`src/rtl/popcount_pkg.sv`:
```
// Shared widths and types for the 32-bit population counter.
package popcount_pkg;
  localparam int unsigned DATA_W    = 32;
  localparam int unsigned CNT_W     = 6;
  localparam int unsigned NIB_CNT_W = 3;
  localparam int unsigned NUM_NIB   = DATA_W / 4;

  typedef logic [CNT_W-1:0]     cnt_t;
  typedef logic [NIB_CNT_W-1:0] nib_cnt_t;
endpackage

```
`src/rtl/popcount4.sv`:
```
// Combinational 4-bit population count (result 0..4).
module popcount4
  import popcount_pkg::*;
(
  input  logic [3:0] i_nib,
  output nib_cnt_t   o_cnt
);

  assign o_cnt = {2'b00, i_nib[0]} + {2'b00, i_nib[1]}
               + {2'b00, i_nib[2]} + {2'b00, i_nib[3]};

endmodule

```
`src/rtl/popcount32.sv`:
```
// Two-stage pipelined 32-bit population counter: nibble counts, then adder tree.
module popcount32
  import popcount_pkg::*;
(
  input  logic              clk,
  input  logic              rst_n,
  input  logic              in_valid,
  input  logic [DATA_W-1:0] in_data,
  output logic              out_valid,
  output logic [CNT_W-1:0]  out_count
);

  nib_cnt_t w_nib_cnt [NUM_NIB];
  nib_cnt_t r_s1_cnt  [NUM_NIB];
  logic     r_s1_valid;
  logic     r_out_valid;
  cnt_t     r_out_count;

  logic [3:0] w_sum4 [4];
  logic [4:0] w_sum5 [2];
  cnt_t       w_sum;

  for (genvar gi = 0; gi < NUM_NIB; gi++) begin : g_nib
    popcount4 u_popcount4 (
      .i_nib (in_data[gi*4 +: 4]),
      .o_cnt (w_nib_cnt[gi])
    );
  end

  // Stage 1: nibble counts; data only captured on valid words
  always_ff @(posedge clk) begin
    if (!rst_n) begin
      r_s1_valid <= 1'b0;
      for (int unsigned i = 0; i < NUM_NIB; i++) r_s1_cnt[i] <= '0;
    end else begin
      r_s1_valid <= in_valid;
      if (in_valid) begin
        for (int unsigned i = 0; i < NUM_NIB; i++) r_s1_cnt[i] <= w_nib_cnt[i];
      end
    end
  end

  // Balanced tree: 8x3b -> 4x4b -> 2x5b -> 1x6b, zero-extended at each level
  always_comb begin
    for (int unsigned i = 0; i < 4; i++) begin
      w_sum4[i] = {1'b0, r_s1_cnt[2*i]} + {1'b0, r_s1_cnt[2*i+1]};
    end
    for (int unsigned i = 0; i < 2; i++) begin
      w_sum5[i] = {1'b0, w_sum4[2*i]} + {1'b0, w_sum4[2*i+1]};
    end
    w_sum = {1'b0, w_sum5[0]} + {1'b0, w_sum5[1]};
  end

  // Stage 2: out_count holds its last result across bubbles
  always_ff @(posedge clk) begin
    if (!rst_n) begin
      r_out_valid <= 1'b0;
      r_out_count <= '0;
    end else begin
      r_out_valid <= r_s1_valid;
      if (r_s1_valid) r_out_count <= w_sum;
    end
  end

  assign out_valid = r_out_valid;
  assign out_count = r_out_count;

endmodule

```
`config.mk`:
```
export PLATFORM = sky130hd
export DESIGN_NAME = popcount32
export DESIGN_NICKNAME = d
export VERILOG_FILES = /design/src/rtl/popcount_pkg.sv /design/src/rtl/popcount4.sv /design/src/rtl/popcount32.sv
export SDC_FILE = /design/constraint.sdc
export NUM_CORES = 1
export LEC_CHECK = 0
export ABC_CLOCK_PERIOD_IN_PS = 11000
export CORE_ASPECT_RATIO = 1.5
export CORE_MARGIN = 2
export CORE_UTILIZATION = 55
export CTS_BUF_LIST = sky130_fd_sc_hd__clkbuf_8
export DETAILED_ROUTE_END_ITERATION = 12
export PLACE_DENSITY = 0.91
export SETUP_SLACK_MARGIN = 0.4
export SYNTH_ARGS = -nofsm -noshare
export SYNTH_HDL_FRONTEND = slang
export SYNTH_SLANG_ARGS = --single-unit
```
`constraint.sdc`:
```
create_clock -name clk -period 11 [get_ports clk]
set_clock_uncertainty 0.15 [all_clocks]
set_input_delay 2.75 -clock clk [delete_from_list [all_inputs] [get_ports clk]]
set_output_delay 2.75 -clock clk [all_outputs]
set_load 0.005 [all_outputs]
```
Word level (Yosys, flattened, before mapping). Memories as Yosys holds them, arrays and structs flattened. Cells that the tools add are included.

Register bits: 8. Bits in writable memories: 24. Bits of input ports: 35. Output and inout port bits: 7. Logic and storage cells: 55. Memories: 1.

Memory list: r_s1_cnt (depth 8, width 3, read ports 8, clocked after Yosys merged registers in 0, write ports 8, RTL line popcount32.sv:14) `nib_cnt_t r_s1_cnt [NUM_NIB];`.

Add/subtract/negate cells: 31. Muxes and demuxes: 12. Bitwise logic cells: 8.

Operators with widths (count): $add 3x1->3 (16); $mux 3 (8); $add 1x1->2 (8); $add 3x3->4 (4); $add 4x4->5 (2); $or 1x1->1 (8); $add 5x5->6 (1); $mux 1 (4).

Logic depth before layout (Yosys ltp).
Depth after elaboration: 4. Gate-level depth with buffers: 14. Mapped depth without buffers: 14.

Modules after synthesis. From an unflattened synthesis, not the netlist that was laid out.

Cells, all modules: 193. Area total of the unflattened synthesis: 2213.4 sq um.

Modules (own cells, without submodules): popcount32 (instances 1, cells each 129, area each 1702.9 sq um, sequential area each 880.8 sq um); popcount4 (instances 8, cells each 8, area each 63.8 sq um, sequential area each 0.0 sq um).

Worst setup path before layout. No wires, ideal clock.

Path type: input port to flip-flop. From: input port in_data[12]. To: memory r_s1_cnt[0][10] in the netlist's numbering, data pin. Library setup time: 0.255 ns. Arrival: 3.815 ns. Required time: 10.595 ns. Setup slack: 6.780 ns. Cell stages on the path: 4. Buffers on the path: 0. Path through: ha_1 -> fa_1 -> ha_1 -> and3_1.

RTL lines: from (decl) (RTL line popcount32.sv:8) `input logic [DATA_W-1:0] in_data,`; to (decl) (RTL line popcount32.sv:14).

==> impl_metrics.yaml <==
grt:
  grt_pass1_vias: 1391
  grt_pass1_wl_um: 6110
  gr-total-overflow: 0
  grt_use_total_pct: 20.2
  antenna_found_initial: 0
  grt_max_degree: 34
route:
  drtAntennaViolNets: 0
  wl_per_cell_um: 15.4
  drc: 0
  first_pass_iters: 4
  via_per_inst: 5.17
  routed_wl_um: 3790
  drt_iter0_drc: 20
  vias: 1276
power:
  p_int_uw: 314
  p_leak_uw: 0.00122
  p_sw_share_pct: 32.8
  combPwrFrac_pct: 44.1
  powerDensity_nw_per_um2: 177
  switchingPower_uw: 153
  p_seq_share_pct: 33.2
  power_frac_clock_pct: 22.7
  ir_worst_vdd_mv: 0.189
die:
  dieWidth_um: 54.4
  die_h_um: 79.6
  start_util_pct: 57.4
  core_um2: 3650
  io_pins: 42
  rows: 27
  die_area_um2: 4330
synthesis:
  synth_cell_types: 20
  ys_ff_latch: 32
  ys_seq_area_share_pct: 42.1
  synth_cells: 161
  yosysWarningCount: 0
  syn_avg_cell_area_um2: 13.0
  netlist_area_um2: 2090
  syn_nets: 243
critical_path:
  crit_chain: "clkdlybuf4s50_1, or2b_1"
  crit_path_max_incr_delay_ns: 0.93
  slowest_stage: "or2b_1"
  cp.arrival_ns: 4.52
  crit_fanout: 33
  cp-end-kind: "flip-flop"
  worst-path-buf-inv: 1
  timing.rr.start: "r_s1_cnt[0][2]"
  crit_family: "simple AND/OR/NAND/NOR gates"
  worst_ep_required_time_ns: 10.75
  worstSetupPathType: "primary input to flip-flop"
  cp-start-kind: "primary input"
  worstSetupStartpoint: "rst_n"
layout:
  drive_gt1_share_pct: 3.43
  layout.nets: 285
  fillCellCount: 254
  area_delta_synth_final_pct: 25.7
  num_antenna_cells: 0
  fin_cells: 247
placement:
  dp_cells: 239
  io_buffers: 41
  finalWeightedCongestion: 0.794
  post-dp-hpwl_um: 3100
clocking:
  cts_made_buffers: 5
  clk_path_buf_depth: 2
  cts.sinks: 32
  clock_latency_ns: 0.28
  cts_resized: 0
  cts_tree: "yes"
  htreeDepth: 2
  cts_root_buf: "clkbuf_8"
  path_clk_slew_ns: 0.06
  cts_setup_buffers: 0
  postCtsHoldBufs: 0
run_status:
  outcome: "complete, no violations"
sta:
  drv_slew: 0
  max_freq_mhz: 210
  fin_tns_setup_ns: 0
  grt_setup_unrepaired: "no"
  finalHoldViolCount: 0
  fin_crit_ns: 4.77
  slew_headroom_pct: 39.7
  worst_pin_slew_ns: 0.904
  post-route-period-util_pct: 43.4
  setup_viol: 0
hold_path:
  hp-class: "flip-flop to flip-flop"
  min_from: "out_count[4]"
run:
  maxCapViolations: 0
==> metal layers <==
layer	global-route usage [%]	wire [um]	share of wire (%)
met3	3.93	118	3.1
met2	37.6	2280	60
met4	8.00	70	1.8
met5	0	0	0
met1	20.7	1320	35
==> logic make-up (layout without fill, tap and decap cells) <==
kind of cell	after synthesis	count (layout)	share of synthesized area, %
simple gates	34	34	9.92
xor+xnor	1	1	0.418
flops	32	32	42.1
fa+ha+maj	47	47	37.1
compound gates	5	5	1.55
buf+inv	39	82	7.53
mux	3	3	1.43
==> cells in the mapped netlist <==
master | count | area share (%)
and3_1 | 18 | 5.4
dfxtp_1 | 8 | 7.7
clkbuf_2 | 3 | 0.72
o21ai_0 | 1 | 0.24
nor2b_1 | 3 | 0.90
nand3b_1 | 1 | 0.36
a21o_1 | 1 | 0.36
o211a_1 | 1 | 0.48
a21oi_1 | 2 | 0.48
inv_1 | 33 | 5.9
nand2_1 | 3 | 0.54
fa_1 | 25 | 24
edfxtp_1 | 24 | 34
or2b_1 | 1 | 0.36
ha_1 | 22 | 13
buf_4 | 2 | 0.72
and2_1 | 8 | 2.4
xnor2_1 | 1 | 0.42
mux2i_1 | 3 | 1.4
clkbuf_1 | 1 | 0.18
==> layout make-up <==
cell class | instances | area (um^2) | area share [%]
well taps | 43 | 53.8 | 2.04
clock buffers | 5 | 68.8 | 2.62
multi-input cells | 90 | 1050 | 40.1
clock inverters | 3 | 38.8 | 1.47
flip-flops and latches | 32 | 881 | 33.5
repair buffers | 41 | 410 | 15.6
inverters | 33 | 124 | 4.71
==> flip-flops by register name, indices dropped and copies added (netlist names) <==
signal	cells
r_s1_cnt	24
r_s1_valid	1
out_count	6
out_valid	1
==> power by group through the flow <==
stage	clock network, uW	registers [uW]	logic [uW]
6_report	106	155	206
5_1_grt	112	157	231
2_1_floorplan	0	156	126
3_3_place_gp	0	156	184
3_5_place_dp	0	158	204
4_1_cts	108	155	209
==> through the flow <==
step	setup WS (ns)	hold WS, ns	util (%)	power, uW	instance area (um^2)
after floorplan	6.78	0.313	-	282	2090
after global placement	6.04	0.307	69.2	340	2520
after detailed placement	5.93	0.324	69.2	362	2520
after CTS	6.23	0.333	72.1	472	2630
after global routing	6.05	0.362	72.1	500	2630
final	6.23	0.332	72.1	467	2630
==> cell usage in the layout (no fill, tap or decap), types with 2 or more instances in the layout <==
cell type,synthesis,routed
clkdlybuf4s50_1,0,41
mux2i_1,3,3
fa_1,25,25
nand2_1,3,3
and3_1,18,18
clkbuf_8,0,5
inv_1,33,34
ha_1,22,22
dfxtp_1,8,8
a21oi_1,2,2
edfxtp_1,24,24
and2_1,8,8
nor2b_1,3,3
==> final timing paths <==
path                    endpoint  slack [ns]  cells after the start
hold / removal      out_count[4]        0.33                      2
setup / recovery  r_s1_cnt[1][1]        6.23                      2
hold reg to reg     out_count[4]        0.33                      2
setup reg to reg    out_count[4]        7.19                     12
No activity file was read; power rests on OpenSTA's default activity.
